===== src/rtl/sdet_rr_scan_ctrl_pkg.sv =====
// Shared definitions for the round-robin scan controller.
//  - state_t : FSM state encoding (IDLE/SHIFT/REPORT)
//  - MAXN    : largest requester count the helper functions handle
//  - rr_winner / onehot : round-robin search and one-hot helpers
package sdet_pkg;

  typedef enum logic [1:0] {
    S_IDLE   = 2'd0,
    S_SHIFT  = 2'd1,
    S_REPORT = 2'd2
  } state_t;

  localparam int MAXN = 32;

  // First set request at or after ptr, searching upward and wrapping at n.
  // Returns 0 when nothing is set; callers only use it when a request is present.
  function automatic int rr_winner(input logic [MAXN-1:0] req, input int ptr, input int n);
    int  win;
    int  idx;
    logic found;
    win   = 0;
    idx   = 0;
    found = 1'b0;
    for (int k = 0; k < MAXN; k++) begin
      if (k < n && !found) begin
        idx = (ptr + k) % n;
        if (req[idx]) begin
          win   = idx;
          found = 1'b1;
        end
      end
    end
    return win;
  endfunction

  function automatic logic [MAXN-1:0] onehot(input int idx);
    logic [MAXN-1:0] v;
    v = '0;
    v[idx] = 1'b1;
    return v;
  endfunction

endpackage


===== src/rtl/sdet_rr_scan_ctrl_if.sv =====
// Bus between parallel producers and the scan controller.
//  master: producer side (drives req/data, observes grant and results)
//  slave : controller side
// Handshake: a requester raises req[k] with its word on data[k*W +: W] and holds
// both until it sees gnt[k] (one-cycle pulse); the word is captured at that edge
// and the requester drops req[k] in the same cycle. done is a one-cycle pulse;
// done_id/match/match_cnt hold until the next done. dbg_state shows the FSM state.
interface sdet_rr_scan_ctrl_if #(
  parameter int N = 4,
  parameter int W = 8
);
  localparam int IW = $clog2(N);
  localparam int CW = $clog2(W + 1);

  logic [N-1:0]   req;
  logic [N*W-1:0] data;
  logic [N-1:0]   gnt;
  logic           busy;
  logic           ser_bit;
  logic           ser_valid;
  logic           done;
  logic [IW-1:0]  done_id;
  logic           match;
  logic [CW-1:0]  match_cnt;
  logic [1:0]     dbg_state;

  modport master (
    output req, data,
    input  gnt, busy, ser_bit, ser_valid, done, done_id, match, match_cnt, dbg_state
  );

  modport slave (
    input  req, data,
    output gnt, busy, ser_bit, ser_valid, done, done_id, match, match_cnt, dbg_state
  );
endinterface


===== src/rtl/sdet_rr_scan_ctrl_run_core.sv =====
// Bit-serial run detector: counts consecutive ones, saturating at RUN.
// Ports:
//  ck, reset   : clock, synchronous active-high reset
//  i_clr       : restart run tracking (held while the controller is idle)
//  i_vld       : i_bit is a valid serial bit this cycle
//  i_bit       : serial data bit
//  o_run_hit   : this bit brings the run length to RUN (combinational on the
//                updated value so the controller can fold it into the same edge)
module sdet_run_core #(
  parameter int RUN = 3
) (
  input  logic ck,
  input  logic reset,
  input  logic i_clr,
  input  logic i_vld,
  input  logic i_bit,
  output logic o_run_hit
);
  localparam int RW = $clog2(RUN + 1);
  localparam logic [RW-1:0] RUN_V = RW'(RUN);

  logic [RW-1:0] r_run;
  logic [RW-1:0] w_inc;

  assign w_inc     = (r_run == RUN_V) ? r_run : r_run + 1'b1;
  assign o_run_hit = i_vld & i_bit & (w_inc == RUN_V);

  always_ff @(posedge ck) begin
    if (reset || i_clr) begin
      r_run <= '0;
    end else if (i_vld) begin
      r_run <= i_bit ? w_inc : '0;
    end
  end
endmodule


===== src/rtl/sdet_rr_scan_ctrl.sv =====
// Round-robin scheduler sharing one bit-serial run detector among N requesters.
// Grants one requester, shifts its W-bit word MSB-first through sdet_run_core,
// then reports the per-word match count tagged with the requester ID.
// Ports:
//  ck    : clock (rising edge)
//  reset : synchronous, active-high
//  bus   : slave side of sdet_rr_scan_ctrl_if (req/data in; gnt, busy,
//          ser_bit, ser_valid, done, done_id, match, match_cnt, dbg_state out)
// Timing: gnt and the first ser_valid appear in the same cycle t, done at t+W,
// earliest next gnt at t+W+2.
module sdet_rr_scan_ctrl
  import sdet_pkg::*;
#(
  parameter int N   = 4,
  parameter int W   = 8,
  parameter int RUN = 3
) (
  input  logic ck,
  input  logic reset,
  sdet_rr_scan_ctrl_if.slave bus
);
  localparam int IW = $clog2(N);
  localparam int CW = $clog2(W + 1);
  localparam int BW = $clog2(W);

  state_t        r_state;
  logic [IW-1:0] r_ptr;
  logic [IW-1:0] r_id;
  logic [W-1:0]  r_sreg;
  logic [BW-1:0] r_bitcnt;
  logic [CW-1:0] r_cnt;
  logic [N-1:0]  r_gnt;
  logic          r_busy;
  logic          r_ser_bit;
  logic          r_ser_valid;
  logic          r_done;
  logic [IW-1:0] r_done_id;
  logic          r_match;
  logic [CW-1:0] r_match_cnt;

  logic          w_any;
  logic [IW-1:0] w_win;
  logic [W-1:0]  w_word;
  logic          w_run_hit;
  logic [CW-1:0] w_cnt_next;

  assign w_any  = |bus.req;
  assign w_win  = IW'(rr_winner(MAXN'(bus.req), int'(r_ptr), N));
  assign w_word = bus.data[w_win*W +: W];

  // Match counter saturates at W (never reached in practice).
  assign w_cnt_next = w_run_hit ? ((r_cnt == CW'(W)) ? r_cnt : r_cnt + 1'b1) : r_cnt;

  // The detector sees the bit currently on ser_bit; it is cleared while idle
  // so every word starts from a zero run.
  sdet_run_core #(.RUN(RUN)) u_run_core (
    .ck        (ck),
    .reset     (reset),
    .i_clr     (r_state == S_IDLE),
    .i_vld     (r_state == S_SHIFT),
    .i_bit     (r_ser_bit),
    .o_run_hit (w_run_hit)
  );

  always_ff @(posedge ck) begin
    if (reset) begin
      r_state     <= S_IDLE;
      r_ptr       <= '0;
      r_id        <= '0;
      r_sreg      <= '0;
      r_bitcnt    <= '0;
      r_cnt       <= '0;
      r_gnt       <= '0;
      r_busy      <= 1'b0;
      r_ser_bit   <= 1'b0;
      r_ser_valid <= 1'b0;
      r_done      <= 1'b0;
      r_done_id   <= '0;
      r_match     <= 1'b0;
      r_match_cnt <= '0;
    end else begin
      r_gnt  <= '0;
      r_done <= 1'b0;
      case (r_state)
        S_IDLE: begin
          if (w_any) begin
            // MSB goes straight onto ser_bit; sreg keeps the remaining bits.
            r_ser_bit   <= w_word[W-1];
            r_ser_valid <= 1'b1;
            r_sreg      <= w_word << 1;
            r_gnt       <= N'(onehot(int'(w_win)));
            r_id        <= w_win;
            r_ptr       <= (w_win == IW'(N - 1)) ? '0 : w_win + 1'b1;
            r_bitcnt    <= '0;
            r_cnt       <= '0;
            r_busy      <= 1'b1;
            r_state     <= S_SHIFT;
          end
        end
        S_SHIFT: begin
          r_cnt <= w_cnt_next;
          if (r_bitcnt == BW'(W - 1)) begin
            r_ser_valid <= 1'b0;
            r_ser_bit   <= 1'b0;
            r_done      <= 1'b1;
            r_done_id   <= r_id;
            r_match_cnt <= w_cnt_next;
            r_match     <= (w_cnt_next != '0);
            r_state     <= S_REPORT;
          end else begin
            r_ser_bit <= r_sreg[W-1];
            r_sreg    <= r_sreg << 1;
            r_bitcnt  <= r_bitcnt + 1'b1;
          end
        end
        S_REPORT: begin
          r_busy  <= 1'b0;
          r_state <= S_IDLE;
        end
        default: r_state <= S_IDLE;
      endcase
    end
  end

  assign bus.gnt       = r_gnt;
  assign bus.busy      = r_busy;
  assign bus.ser_bit   = r_ser_bit;
  assign bus.ser_valid = r_ser_valid;
  assign bus.done      = r_done;
  assign bus.done_id   = r_done_id;
  assign bus.match     = r_match;
  assign bus.match_cnt = r_match_cnt;
  assign bus.dbg_state = r_state;
endmodule


===== src/flat_wrapper.sv =====
// flat-port wrapper written by rule: the top's interface ports become plain ports
module sdet_rr_scan_ctrl_flat import sdet_pkg::*;
#(
  parameter int N   = 4,
  parameter int W   = 8,
  parameter int RUN = 3
)
  (ck, reset, bus_req, bus_data, bus_gnt, bus_busy, bus_ser_bit, bus_ser_valid, bus_done, bus_done_id, bus_match, bus_match_cnt, bus_dbg_state);
  sdet_rr_scan_ctrl_if #(.N(N), .W(W)) bus_i ();
  input  logic ck;
  input  logic reset;
  input wire logic [$bits(bus_i.req)-1:0] bus_req;
  input wire logic [$bits(bus_i.data)-1:0] bus_data;
  output wire logic [$bits(bus_i.gnt)-1:0] bus_gnt;
  output wire logic [$bits(bus_i.busy)-1:0] bus_busy;
  output wire logic [$bits(bus_i.ser_bit)-1:0] bus_ser_bit;
  output wire logic [$bits(bus_i.ser_valid)-1:0] bus_ser_valid;
  output wire logic [$bits(bus_i.done)-1:0] bus_done;
  output wire logic [$bits(bus_i.done_id)-1:0] bus_done_id;
  output wire logic [$bits(bus_i.match)-1:0] bus_match;
  output wire logic [$bits(bus_i.match_cnt)-1:0] bus_match_cnt;
  output wire logic [$bits(bus_i.dbg_state)-1:0] bus_dbg_state;
  assign bus_i.req = bus_req;
  assign bus_i.data = bus_data;
  assign bus_gnt = bus_i.gnt;
  assign bus_busy = bus_i.busy;
  assign bus_ser_bit = bus_i.ser_bit;
  assign bus_ser_valid = bus_i.ser_valid;
  assign bus_done = bus_i.done;
  assign bus_done_id = bus_i.done_id;
  assign bus_match = bus_i.match;
  assign bus_match_cnt = bus_i.match_cnt;
  assign bus_dbg_state = bus_i.dbg_state;
  sdet_rr_scan_ctrl #(.N(N), .W(W), .RUN(RUN)) u_core (.ck(ck), .reset(reset), .bus(bus_i));
endmodule

===== config.mk =====
export PLATFORM = sky130hd
export DESIGN_NAME = sdet_rr_scan_ctrl_flat
export DESIGN_NICKNAME = d
export VERILOG_FILES = /design/src/rtl/sdet_rr_scan_ctrl_pkg.sv /design/src/rtl/sdet_rr_scan_ctrl_if.sv /design/src/rtl/sdet_rr_scan_ctrl_run_core.sv /design/src/rtl/sdet_rr_scan_ctrl.sv /design/src/flat_wrapper.sv
export SDC_FILE = /design/constraint.sdc
export NUM_CORES = 1
export LEC_CHECK = 0
export CORE_MARGIN = 5
export CORE_UTILIZATION = 51
export CTS_CLUSTER_SIZE = 14
export DETAILED_ROUTE_END_ITERATION = 8
export PLACE_DENSITY = 0.93
export RECOVER_POWER = 50
export SYNTH_ARGS = -nofsm -noshare
export SYNTH_HDL_FRONTEND = slang
export SYNTH_SLANG_ARGS = --single-unit

===== constraint.sdc =====
create_clock -name ck -period 4 [get_ports ck]
set_input_delay 1 -clock ck [delete_from_list [all_inputs] [get_ports ck]]
set_output_delay 1 -clock ck [all_outputs]
set_load 0.02 [all_outputs]

==> results.cfg, run 1 <==
[synth]
yosysWarnings = 0
synth-edff-count = 0
synth-seq-cells = 37
synth_fa_ha_area_frac = 0.0512
synth_simple_gate_area_share = 0.257
synth_xor_xnor_area_share = 0.00896
syn_area_mm2 = 0.00196
synth_top_family_by_area = simple AND/OR/NAND/NOR gates
synth-main-ff-cell = dfxtp_1
synth-async-reset-ratio = 0
yosysUniqueCellTypes = 48
syn_nets = 293
syn-instance-count = 247
synth_compound_area_frac = 0.235
synth_mux_area_frac = 0.0102
ys_seq_area_frac = 0.379
syn-mean-instance-area_um2 = 7.92

[layout]
nets = 342
antennaDiodeCount = 0
drive_gt1_frac = 0.0572
areaGrowthSynthToFinish_pct = 34.5

[placement]
dp_slack_ns = 0.726
place_congestion = 0.828
place_hpwl_mm = 3.71
portBuffers = 54

[power]
power_density_mw_per_mm2 = 369
p_leak_nw = 1.07
total_power_uw = 970
ir_drop_uv = 181

[routing]
num_vias = 1996
route.detailed.drc = 0
drt.antenna.violating_nets = 0
drt_wl_total_mm = 4.87
via_per_inst = 5.79
dr.first_iter.drc_count = 87
wl_per_cell_um = 14.1
first_pass_iters = 4

[sta]
fin_skew_ns = 0.00635
setup_viol = 0
fin_setup_tns_ns = 0
maxSlewViolCount = 0
period_share = 0.754
tightest_slew_ns = 1.17
maxSlewHeadroom = 0.216
finalHoldViolCount = 0
period_needed_ns = 3.01
rsz0062_at_grt = false
timing.fmax_ghz = 0.332
fin_ws_ns = 0.986

[die]
start_util = 0.530
core_area_mm2 = 0.00369
ioPinCount = 55
dieHeight_um = 71.9
fp-row-count = 22
die_area_mm2 = 0.00517
fp.dieW_um = 71.9

[critical_path]
critical_path.startpoint_type = input port
critPathSlowestCell = or4_1
path_delay_family = simple AND/OR/NAND/NOR gates
critPathMaxStageDelay_ns = 0.78
required_ns = 4.14
crit_chain = clkdlybuf4s50_1 -> nor2b_1 -> or4_1 -> and3_1 -> a2111oi_1 -> o41ai_1
critPathBufInv = 1
worstPathArrival_ns = 3.16
crit_fanout = 16
endpoint_kind = flip-flop
critPathKind = input port to flip-flop

[global_route]
grt_start_max_net_pins = 21
grt-ovfl-total = 0
grt_pass1_vias = 1933
antenna_found_initial = 0
grt_use_total = 0.200
grt_pass1_wl_mm = 8.37

[cts]
cts_tree = yes
htreeDepth = 2
cts_root_buf = clkbuf_8
clk_path_buf_depth = 2
clock_sinks = 37
cts_hold_buf = 0
cts_made_buffers = 5
clk_latency_ns = 0.29
clkTransAtPathRegs_ns = 0.08
cts_setup_buffers = 0
cts_resized = 0

[run_status]
status = finished, final reports clean

[run]
maxCapViolCount = 0

[min_path]
hold_path.class = flip-flop to flip-flop
## where the power goes
part           internal, mW  switching, mW  leakage, nW  total, mW
Clock                 0.203          0.135       0.0574      0.338
Combinational         0.100          0.119        0.713      0.219
Sequential            0.395         0.0185        0.303      0.413
Total                 0.698          0.272         1.07      0.970
## sequential cells by signal (all words and copies together) (netlist names)
name and count:
u_core.r_sreg 7, u_core.bus.gnt 4, u_core.bus.match_cnt 4, u_core.r_cnt 4, u_core.r_bitcnt 3, u_core.bus.dbg_state 2
u_core.bus.done_id 2, u_core.r_id 2, u_core.r_ptr 2, u_core.u_run_core.r_run 2, u_core.bus.busy 1, u_core.bus.done 1
u_core.bus.match 1, u_core.bus.ser_bit 1, u_core.bus.ser_valid 1
## kinds of logic (layout without fill, tap and decap cells)
| logic type | after synthesis | in the layout |
|---|---|---|
| adder cells (fa/ha/maj) | 8 | 8 |
| XOR/XNOR | 2 | 2 |
| buffers and inverters | 28 | 78 |
| flip-flops | 37 | 37 |
| AO/OA/AOI/OAI | 68 | 68 |
| AND/OR/NAND/NOR | 102 | 102 |
| multiplexers | 2 | 2 |
## path summary, 6_finish.rpt
| check | startpoint | to | slack, ns | cells after the start |
|---|---|---|---|---|
| hold reg to reg | u_core.bus.done_id[1] | u_core.bus.done_id[1] | 0.45 | 2 |
| setup / recovery | bus_req[0] | u_core.r_sreg[7] | 0.99 | 6 |
| hold / removal | u_core.bus.done_id[1] | u_core.bus.done_id[1] | 0.45 | 2 |
| setup reg to reg | u_core.r_ptr[0] | u_core.r_sreg[7] | 1.88 | 5 |
## cell type report
cell class,instances,area (um^2)
Timing Repair Buffer,58,567
Fill cell,301,1060
Multi-Input combinational cell,182,1100
Clock inverter,2,37.5
Inverter,12,45.0
Tap cell,48,60.1
Sequential cell,37,741
Clock buffer,6,82.6
## cell usage in the layout (no fill, tap or decap), drive strengths merged, types with 2 or more instances in the layout
cell	synthesis	final
nand3	22	22
nor4	3	3
dfxtp	37	37
clkdlybuf4s50	0	38
a211oi	4	4
a2111oi	2	2
clkbuf	11	7
inv	11	11
nor2b	5	5
o2111ai	5	5
o21ai	13	13
buf	5	3
or3	3	3
a21oi	24	24
dlygate4sd3	0	16
o22a	2	2
nand2	23	23
a32o	6	6
o21a	2	2
or4	2	2
nand3b	2	2
nor3	4	4
and3	7	7
mux2i	2	2
ha	8	8
nor2	25	25
## synthesized netlist by cell type (all sizes together), types with 2 or more instances
master   count  area, um^2
dfxtp       37         741
nor2        25        93.8
a21oi       24         120
nand2       23        88.8
nand3       22         110
o21ai       13        65.1
clkbuf      11        41.3
inv         11        41.3
ha           8         100
and3         7        43.8
a32o         6        60.1
buf          5        30.0
nor2b        5        31.3
o2111ai      5        43.8
a211oi       4        30.0
nor3         4        20.0
nor4         3        18.8
or3          3        18.8
a2111oi      2        20.0
mux2i        2        20.0
nand3b       2        15.0
o21a         2        15.0
o22a         2        17.5
or4          2        18.8
## stage by stage
step	area, um^2	hold slack [ns]	util	cells
4_1_cts	2640	0.457	0.714	345
2_1_floorplan	1960	0.419	-	247
6_report	2630	0.455	0.713	345
3_5_place_dp	2510	0.447	0.682	337
3_3_place_gp	2510	0.443	0.682	337
5_1_grt	2630	0.498	0.713	345
## worst min-delay path: cells and delay by family (launching register included)
kind	cells	cell delay [ns]
simple gates	1	0.05
compound gates	1	0.05
flops	1	0.31
## routing by layer
| layer | track usage | wire length (um) |
|---|---|---|
| met5 | 0 | 0 |
| met4 | 0.0710 | 74 |
| met3 | 0.0416 | 273 |
| met2 | 0.362 | 2450 |
| met1 | 0.233 | 2070 |
Note: power is estimated with default switching activity, not from simulation.
==> inputs of run 2 (changes only) <==
--- a/config.mk
+++ b/config.mk
@@ -6,10 +6,10 @@
 export NUM_CORES = 1
 export LEC_CHECK = 0
 export CORE_MARGIN = 5
-export CORE_UTILIZATION = 51
+export CORE_UTILIZATION = 43
 export CTS_CLUSTER_SIZE = 14
 export DETAILED_ROUTE_END_ITERATION = 8
-export PLACE_DENSITY = 0.93
+export PLACE_DENSITY = 0.85
 export RECOVER_POWER = 50
 export SYNTH_ARGS = -nofsm -noshare
 export SYNTH_HDL_FRONTEND = slang
==> constraint.sdc (replaced) <==
create_clock -name ck -period 2.7 [get_ports ck]
set_input_delay 0.675 -clock ck [delete_from_list [all_inputs] [get_ports ck]]
set_output_delay 0.675 -clock ck [all_outputs]
set_load 0.02 [all_outputs]
==> results.cfg, run 2 (synthesis results as in run 1) <==
[run_status]
status = finished, final reports clean

[min_path]
hold_path.class = flip-flop to flip-flop
whs_endpoint = u_core.bus.done_id[1]
hold_depth = 2
min_from = u_core.bus.done_id[1]

[routing]
drt.antenna.violating_nets = 0
wl_met2_mm = 2.55
first_pass_iters = 4
route.detailed.drc = 0
num_vias = 2074
wl_met1_mm = 2.22
top_layer_used = met4
wl_met3_um = 346
via_per_inst = 5.67
dr.first_iter.drc_count = 164
wl_per_cell_um = 14.2
drt_wl_total_mm = 5.19

[critical_path]
timing.rr.start = u_core.r_ptr[1]
endpoint_kind = flip-flop
critPathKind = input port to flip-flop
worstPathArrival_ns = 2.68
reg2reg_slack_ns = 0.83
path_delay_family = buffers and inverters
crit_chain = dlygate4sd3_1 -> nor2b_1 -> buf_4 -> a211o_1 -> nand2_1 -> clkinv_1 -> ha_1 -> nand2_1 -> a21oi_1
crit_top_cell = nand2_1
critical_path.startpoint_type = input port
reg2reg_to = u_core.r_sreg[7]
ff2ff_path_depth = 5
critPathBufInv = 3
critPathSlowestCell = dlygate4sd3_1
required_ns = 2.93
crit_fanout = 5
critPathMaxStageDelay_ns = 0.62

[placement]
place_hpwl_mm = 3.98
portBuffers = 54
dp.cells = 358
placed_area_mm2 = 0.00265
place_congestion = 0.855

[run]
maxCapViolCount = 0

[sta]
tightest_slew_ns = 0.535
fin_skew_ns = 0.00754
period_share = 0.907
rsz0062_at_grt = false
period_needed_ns = 2.45
setup_viol = 0
maxSlewViolCount = 0
fin_setup_tns_ns = 0
finalHoldViolCount = 0
maxSlewHeadroom = 0.643
timing.fmax_ghz = 0.408

[layout]
postLayoutCellArea_mm2 = 0.00278
layout_commonest_cell = clkdlybuf4s50_1
final_cells = 366
n_fill_cell = 399
largest_reg_flops = 7
final_cell_mix = clkdlybuf4s50_1, dfxtp_1, nor2_1
drive_gt1_frac = 0.108
nets = 359
max_flop_register = u_core.r_sreg
post-route-util = 0.634
areaGrowthSynthToFinish_pct = 42.0
antennaDiodeCount = 0

[power]
power_density_mw_per_mm2 = 557
total_power_mw = 1.55
ir_drop_uv = 250
p_leak_nw = 1.16

[die]
die_area_mm2 = 0.00600
fp-row-count = 24
start_util = 0.446
core_area_mm2 = 0.00438
fp.dieW_um = 77.4
ioPinCount = 55
dieHeight_um = 77.4

[cts]
cts_tree = yes
cts_setup_buffers = 0
clkTransAtPathRegs_ns = 0.08
clk_path_buf_depth = 2
clock_sinks = 37
cts_made_buffers = 5
cts_root_buf = clkbuf_8
htreeDepth = 2
clk_latency_ns = 0.29
cts_hold_buf = 0
cts_resized = 0

[global_route]
grt_pass1_vias = 1887
grt-ovfl-total = 0
antenna_found_initial = 0
grt_start_max_net_pins = 20
grt_pass1_wl_mm = 8.59
grt_use_total = 0.173
-- run 2: cell types whose count changed in the layout (fill, tap and decap cells not counted) --
cell        before  now
clkinvlp_4       1    0
clkinv_2         0    1
buf_4            3   20
clkbuf_8         6    5
bufinv_16        1    2
-- run 2: metrics by stage --
stage	setup WS [ns]	hold WS, ns
after detailed placement	0.0232	0.448
after CTS	0.327	0.462
after global placement	0.0540	0.448
final	0.250	0.458
after floorplan	0.534	0.419
after global routing	0.139	0.491
-- run 2: how the worst max path moves through the flow --
stage / to / cells past startpoint / startpoint / slack [ns]
CTS: u_core.r_sreg[7] / 6 / bus_req[0] / 0.33
global route: u_core.r_ptr[1] / 9 / bus_req[1] / 0.14
floorplan: u_core.r_sreg[7] / 6 / bus_req[0] / 0.53
global placement: u_core.r_sreg[7] / 6 / bus_req[0] / 0.05
finish: u_core.r_ptr[1] / 9 / bus_req[1] / 0.25
detailed placement: u_core.r_sreg[7] / 6 / bus_req[0] / 0.02
-- run 2: cell type report --
type	instances	area [um^2]	area share
repair buffers	75	694	0.250
flip-flops and latches	37	741	0.267
well taps	52	65.1	0.0234
clock inverters	3	65.1	0.0234
inverters	12	45.0	0.0162
clock buffers	5	68.8	0.0248
multi-input cells	182	1100	0.395
-- run 2: tightest hold or removal path, cell delays in order (launching register included) --
cell     delay (ns)
dfxtp_1        0.31
nand2_1        0.05
a21oi_1        0.05
-- run 2: power by group --
part / switching, mW / internal, mW / total, mW / leakage (nW)
Combinational: 0.185 / 0.180 / 0.366 / 0.794
Sequential: 0.0278 / 0.584 / 0.612 / 0.303
Clock: 0.202 / 0.367 / 0.569 / 0.0681
-- run 2: routing by layer --
layer / track usage / up-vias
li1: - / 1030
met4: 0.0567 / 0
met3: 0.0475 / 10
met1: 0.211 / 967
met2: 0.293 / 67
met5: 0 / -
==> inputs of run 3 (changes only) <==
--- a/config.mk
+++ b/config.mk
@@ -5,6 +5,7 @@
 export SDC_FILE = /design/constraint.sdc
 export NUM_CORES = 1
 export LEC_CHECK = 0
+export CAP_MARGIN = 15
 export CORE_MARGIN = 5
 export CORE_UTILIZATION = 43
 export CTS_CLUSTER_SIZE = 14
==> results of run 3 <==
Same layout as run 2: the final DEF is identical, and so are final timing and power.
